==> config.mk <==
export PLATFORM = sky130hd
export DESIGN_NAME = nano_mem_responder
export DESIGN_NICKNAME = d
export VERILOG_FILES = /design/src/rtl/nano_mem_responder.sv
export SDC_FILE = /design/constraint.sdc
export NUM_CORES = 2
export LEC_CHECK = 0
export CAP_MARGIN = 20
export CORE_MARGIN = 1.5
export CORE_UTILIZATION = 57
export CTS_CLUSTER_SIZE = 20
export DETAILED_ROUTE_END_ITERATION = 8
export PLACE_DENSITY = 0.76
export SLEW_MARGIN = 5
export SYNTH_ARGS = -nofsm -noshare
export SYNTH_HDL_FRONTEND = slang
export SYNTH_SLANG_ARGS = --single-unit
export TNS_END_PERCENT = 50
==> constraint.sdc <==
create_clock -name ck -period 6.9 [get_ports ck]
set_input_delay 1.38 -clock ck [delete_from_list [all_inputs] [get_ports ck]]
set_output_delay 1.38 -clock ck [all_outputs]
set_load 0.03 [all_outputs]
==> src/rtl/nano_mem_responder.sv <==
// NanoCPU memory-side responder: 256x16 word store, host program loader and an output register
// mapped at IO_ADDR. The CPU is held while the store is idle or being loaded.
module nano_mem_responder #(
   parameter logic [7:0]  IO_ADDR = 8'hFF,
   parameter int unsigned DEPTH   = 256
) (
   input  logic        ck,
   input  logic        rst,
   input  logic [7:0]  address,
   output logic [15:0] dataR,
   input  logic [15:0] dataW,
   input  logic        ce,
   input  logic        we,
   input  logic        ld_start,
   input  logic [8:0]  ld_len,
   input  logic        ld_valid,
   input  logic [15:0] ld_data,
   output logic        ld_ready,
   output logic        cpu_hold,
   output logic [15:0] io_out,
   output logic        io_strobe,
   output logic [15:0] wr_count
);

   typedef enum logic [1:0] {StIdle, StLoad, StRun} state_e;

   state_e      state_q;
   logic [7:0]  ptr_q;
   logic [8:0]  len_q;
   logic        ld_ready_q;
   logic        cpu_hold_q;
   logic [15:0] io_out_q;
   logic        io_strobe_q;
   logic [15:0] wr_count_q;

   logic [15:0] mem [DEPTH];

   logic cpu_wr;
   logic io_wr;
   logic ld_acc;
   logic ld_last;

   always_comb begin
      cpu_wr  = (state_q == StRun) && ce && we;
      io_wr   = cpu_wr && (address == IO_ADDR);
      ld_acc  = (state_q == StLoad) && ld_valid;
      // len_q is at least 1 in LOAD, so len_q-1 never underflows; ptr wraps only after word 255.
      ld_last = ld_acc && ({1'b0, ptr_q} == (len_q - 9'd1));
   end

   always_ff @(posedge ck) begin
      if (rst) begin
         state_q     <= StIdle;
         ptr_q       <= 8'd0;
         len_q       <= 9'd0;
         ld_ready_q  <= 1'b0;
         cpu_hold_q  <= 1'b1;
         io_out_q    <= 16'h0000;
         io_strobe_q <= 1'b0;
         wr_count_q  <= 16'h0000;
      end else begin
         io_strobe_q <= io_wr;
         if (io_wr) begin
            io_out_q <= dataW;
         end
         if (cpu_wr && (wr_count_q != 16'hFFFF)) begin
            wr_count_q <= wr_count_q + 16'd1;
         end

         unique case (state_q)
            StIdle: begin
               if (ld_start) begin
                  if (ld_len == 9'd0) begin
                     state_q    <= StRun;
                     ld_ready_q <= 1'b0;
                     cpu_hold_q <= 1'b0;
                  end else begin
                     state_q    <= StLoad;
                     ptr_q      <= 8'd0;
                     len_q      <= ld_len;
                     ld_ready_q <= 1'b1;
                     cpu_hold_q <= 1'b1;
                  end
               end
            end
            StLoad: begin
               if (ld_acc) begin
                  ptr_q <= ptr_q + 8'd1;
                  if (ld_last) begin
                     state_q    <= StRun;
                     ld_ready_q <= 1'b0;
                     cpu_hold_q <= 1'b0;
                  end
               end
            end
            StRun: begin
               if (ld_start && (ld_len != 9'd0)) begin
                  state_q    <= StLoad;
                  ptr_q      <= 8'd0;
                  len_q      <= ld_len;
                  ld_ready_q <= 1'b1;
                  cpu_hold_q <= 1'b1;
               end
            end
            default: begin
               state_q    <= StIdle;
               ld_ready_q <= 1'b0;
               cpu_hold_q <= 1'b1;
            end
         endcase
      end
   end

   // The array has no reset; writes are gated off on a reset edge so an abandoned load stops cleanly.
   always_ff @(posedge ck) begin
      if (!rst) begin
         if (ld_acc) begin
            mem[ptr_q] <= ld_data;
         end else if (cpu_wr && !io_wr) begin
            mem[address] <= dataW;
         end
      end
   end

   always_comb begin
      dataR = 16'h0000;
      if ((state_q == StRun) && ce) begin
         dataR = (address == IO_ADDR) ? io_out_q : mem[address];
      end
   end

   assign ld_ready  = ld_ready_q;
   assign cpu_hold  = cpu_hold_q;
   assign io_out    = io_out_q;
   assign io_strobe = io_strobe_q;
   assign wr_count  = wr_count_q;

endmodule

==> Word level (Yosys, flattened, before mapping) <==
Memory sizes are Yosys's and may differ from the RTL's.
Cells that the tools add are included.
{ "classes": {"n_reduce_logical": 18, "shifts": 0, "add_sub_neg": 3, "n_mul": 0, "bitwise_logic": 0, "n_lt_le_gt_ge": 0, "muxes": 34, "n_eq_ne": 10, "div_mod_pow": 0} }
{ "ops": {"columns": ["op", "count"], "rows": [
  ["$mux 16", 3],
  ["$mux 8", 5],
  ["$mux 9", 3],
  ["$pmux 8 s3", 1],
  ["$pmux 9 s2", 1],
  ["$add 16x1->16 const B", 1],
  ["$ne 16x16->1 const B", 1],
  ["$reduce_or 16->1", 1],
  ["$mux 1", 13],
  ["$mux 2", 5],
  ["$eq 8x9->1", 1],
  ["$logic_not 9->1", 1],
  ["$reduce_bool 9->1", 1],
  ["$sub 9x1->9 const B", 1],
  ["$add 8x1->8 const B", 1],
  ["$eq 8x8->1 const B", 1],
  ["$logic_and 1x1->1", 8],
  ["$ne 2x2->1 const B", 4],
  ["$reduce_and 4->1", 2],
  ["$pmux 1 s3", 2],
  ["$pmux 2 s3", 1],
  ["$reduce_and 5->1", 1],
  ["$reduce_bool 3->1", 1],
  ["$eq 2x1->1 const B", 1],
  ["other kinds (5)", 5]
]} }
{ "totals": {"latch_bits": 0, "romBits": 0, "in_bits": 55, "word_cells": 74, "n_memories": 1, "ram_bits": 4096, "ff_bits": 54, "output_inout_bits": 51} }
{ "memory_table": {"columns": ["memory", "words", "width", "read_ports", "rd_ports_with_merged_regs", "wr", "line_no", "text"], "rows": [
  ["mem", 256, 16, 1, 0, 1, "36", "logic [15:0] mem [DEPTH];"]
]} }

==> Longest topological paths before layout <==
{ "logic_depth": {"word_depth": 12, "ltp_mapped": 14, "ltp_nobuf": 9} }

==> Least setup slack after synthesis <==
OpenSTA, ideal clock, no wires.
{ "synth_path": {"path_type": "input port to flip-flop", "startpoint": "input port address[0]", "endpoint": "memory mem[0][10] (data pin)", "stages": 9, "arrival_time_ns": 5.879, "required_ns": 6.077, "slack_ns": 0.198, "setup_time_ns": 0.823, "path_cell_list": "buf_6 -> and2_1 -> buf_6 -> a311oi_1 -> buf_2 -> buf_2 -> clkbuf_1 -> nand2_1 -> nand2_1"} }
{ "synth_between": {"elab_chain_cells": 10} }
{ "synth_lines": {"columns": ["element", "line_no", "text"], "rows": [
  ["start: declaration", "9", "input logic [7:0] address,"],
  ["$eq 8x8->1", "45", "io_wr = cpu_wr && (address == IO_ADDR);"],
  ["$logic_and 1x1->1", "45", null],
  ["$logic_not 1->1", "119", "end else if (cpu_wr && !io_wr) begin"],
  ["$logic_and 1x1->1", "119", null],
  ["$mux 1", "119", null],
  ["$mux 1", "117", "if (ld_acc) begin"],
  ["$mux 1", "116", "if (!rst) begin"],
  ["$mux 1 (implied by the code)", "120", "mem[address] <= dataW;"],
  ["$reduce_or 16->1 (no source line)", null, null],
  ["$mux 16 (no source line)", null, null],
  ["end: declaration", "36", null]
]} }
Every way passes these cells.

==> Worst setup path after layout <==
{ "layout_path": {"startpoint": "input port address[1]", "endpoint": "output port dataR[3]"} }
{ "layout_between": {"elab_chain_cells": 3, "word_cells_on_any_way": 4, "cone_classes": "eq/ne: 1; mux: 2; memory: 1"} }
{ "layout_lines": {"columns": ["element", "line_no", "text"], "rows": [
  ["$mem_v2 256x16 or $eq 8x8->1 (tied branches)", null, null],
  ["$mux 16 (*)", "128", "dataR = (address == IO_ADDR) ? io_out_q : mem[address];"],
  ["$mux 16 (*)", "127", "if ((state_q == StRun) && ce) begin"],
  ["end: declaration", "10", "output logic [15:0] dataR,"]
]} }
Mark *: on every way between the ends. The rest lies on a longest branch, timed or not.

==> flow_summary.toml <==
[hold_path]
hold_class = "register to register"
holdPathStages = 2
hold_path_end = "ld_ready$_SDFFE_PP0P_"
min_from = "ld_ready$_SDFFE_PP0P_"

[power]
cellLeakagePower_nw = 59.0
p_total_mw = 52.0
power_density_nw_per_um2 = 283
ir_drop_v = 0.000226

[cells_and_area]
nets = 8384
area_delta_synth_final_pct = 13.8
drive_gt1_frac = 0.259
nFillCells = 17400
fin_util = 0.652

[routing]
drtIter0Drc = 13600
drt-total-wl_um = 441000
drc = 0
drtAntennaViolNets = 0
routed_via_density = 6.85
drtPass1Iterations = 7
wl_per_cell_um = 35.6
num_vias = 85000

[cts]
cts_resized = 2
clkLatencyLatePin_ps = 1000
cts_htree_levels = 5
numCtsBuffers = 399
cts.clk_slew.worst_paths_ps = 60
cts_root_buf = "clkbuf_16"
cts_hold_buf = 0
tritoncts = "built"
cts.sinks = 4150
clk_path_buf_depth = 4
post-cts-setup-buffers = 0

[run_status]
violations = "negative setup slack"
status = "complete, but fails checks"

[synthesis]
yosysTopAreaCellShare = 0.762
seq_area_frac_synth = 0.769
synthTopCellsByArea = "edfxtp_1, mux4_2, mux2i_1"
async_flop_share = 0
yosysUniqueCellTypes = 70
post_synth.cell_area_avg_sq_um = 21.2
syn-cell-area_sq_um = 161000
synth_common_cells = "edfxtp_1, mux4_2, mux2i_1"
synth_edf_count = 4096
synth_ff_type = "edfxtp_1"
yosys_warnings = 0
synth.most_common_cell = "edfxtp_1"
synthesis.nets = 7682
synth_top_cell_by_area = "edfxtp_1"
syn_inst = 7624
synth-seq-cells = 4150

[floorplanning]
die_area_sq_um = 286000
die_w_um = 535
rows = 195
io_pins = 106
die-height_um = 535
initial_core_util = 0.573
core_area_sq_um = 282000

[sta]
finalWorstPathRequiredPeriod_ps = 7010
finalHoldViolations = 0
rsz0062_at_grt = "false"
tightest_slew_ps = 1280
holdWs_ps = 488
finalSetupViolations = 6
finalCritPeriodShare = 1.02
slew_headroom = 0.146
setup_slack_ps = -112
fin_setup_tns_ps = -346
fmax_mhz = 143
finClkSkew_ps = 61.2
drv_slew = 0

[setup_path]
crit_type = "input pin to output pin"
crit_path_start = "address[1]"
crit-reg2reg-launch = "state_q[1]$_SDFFE_PP0P_"
worstPathMaxFanout = 49
worstSetupEndpointType = "output pin"
worstRegToRegCells = 9
r2r_end = "mem[73][1]$_DFFE_PP_"
worstPathArrival_ps = 5630
worst-r2r-setup-slack_ps = 2070
startpoint_type = "input pin"
critical_path_required_ps = 5520

[placed_design]
numPortBuffers = 105
place_hpwl_um = 266000
gp_congestion = 0.959

[global_route]
grt_first_pass_wirelength_um = 622000
grt_pass1_vias = 84300
track_usage = 0.308
grt-ovfl-total = 0
grt_max_degree = 166
antenna_found_initial = 25

[flow_run]
cap_violations = 0
==> logic make-up (layout without fill, tap and decap cells) <==
family | count (synthesis) | in the layout | synth area share
AND/OR/NAND/NOR | 874 | 874 | 0.0241
buffers and inverters | 460 | 1481 | 0.0166
AO/OA/AOI/OAI | 644 | 644 | 0.0279
multiplexers | 1465 | 1465 | 0.161
other | 0 | 13 | 0
flip-flops | 4150 | 4150 | 0.769
XOR/XNOR | 28 | 28 | 0.00152
adder cells (fa/ha/maj) | 3 | 3 | 0.000233
==> how the worst max path moves through the flow <==
stage / endpoint / slack, ps / cells after the start
5_1_grt: dataR[4] / 20 / 10
2_1_floorplan: mem[0][10]$_DFFE_PP_ / 200 / 9
4_1_cts: dataR[2] / 180 / 11
6_report: dataR[3] / -110 / 9
3_5_place_dp: dataR[1] / -30 / 12
3_3_place_gp: dataR[2] / -70 / 11
==> area by class of cell <==
cell class                      count  area (sq um)  area share
Multi-Input combinational cell   3014         34800       0.190
Inverter                            6          35.0    0.000191
Antenna cell                       13          32.5    0.000177
Timing Repair Buffer              755          7160      0.0390
Sequential cell                  4150        124000       0.676
Tap cell                         3743          4680      0.0255
Clock buffer                      483         10400      0.0566
Clock inverter                    237          2410      0.0131
==> state kept, by name, summed over array words and instances (netlist names) <==
name,count
mem,4096
io_out,16
wr_count,16
len_q,9
ptr_q,8
state_q,2
cpu_hold,1
io_strobe,1
ld_ready,1
==> layer usage <==
layer	track usage	vias up	part of all wire
met4	0.164	22	0.062
met3	0.0874	1273	0.14
li1	-	33200	-
met2	0.469	6880	0.46
met5	0	-	0.00039
met1	0.409	43600	0.34
==> cells in the final DEF, fill, tap and decap left out, types with 53 or more instances in the layout <==
master           Yosys  final
mux2i_1            562    562
buf_4               53    565
edfxtp_1          4096   4096
a221oi_1            53     53
nand3_1             94     94
clkinv_2             1     68
a21oi_1            101    101
a22oi_1            161    161
clkbuf_16            0    402
buf_12               3    101
dfxtp_1             54     54
clkbuf_1           158     78
nand2_1            265    249
o22ai_1             70     70
mux4_2             900    900
clkdlybuf4s50_1      0     81
clkinv_1             0     84
nor2_1             329    314
==> per-stage QoR <==
step / std cells / cell area, sq um / setup slack (ps)
3_5_place_dp: 11700 / 171000 / -28.7
2_1_floorplan: 7624 / 161000 / 198
4_1_cts: 12400 / 184000 / 183
6_report: 12400 / 184000 / -112
5_1_grt: 12400 / 184000 / 22.3
3_3_place_gp: 11700 / 171000 / -70.5
==> power breakdown <==
group	internal, mW	leakage (nW)	switching, mW
combinational	0.942	15.6	1.71
clock	12.2	6.21	9.41
sequential	27.7	37.2	0.0106
total	40.8	59.0	11.1
==> critical path, stage by stage <==
cell and delay [ps]:
buf_8 570, buf_4 500, mux4_2 280, mux2i_1 110
o21ai_0 620, a211oi_1 320, a211o_1 570, a31oi_1 940
buf_12 210
Power figures use the tool's default switching activity.
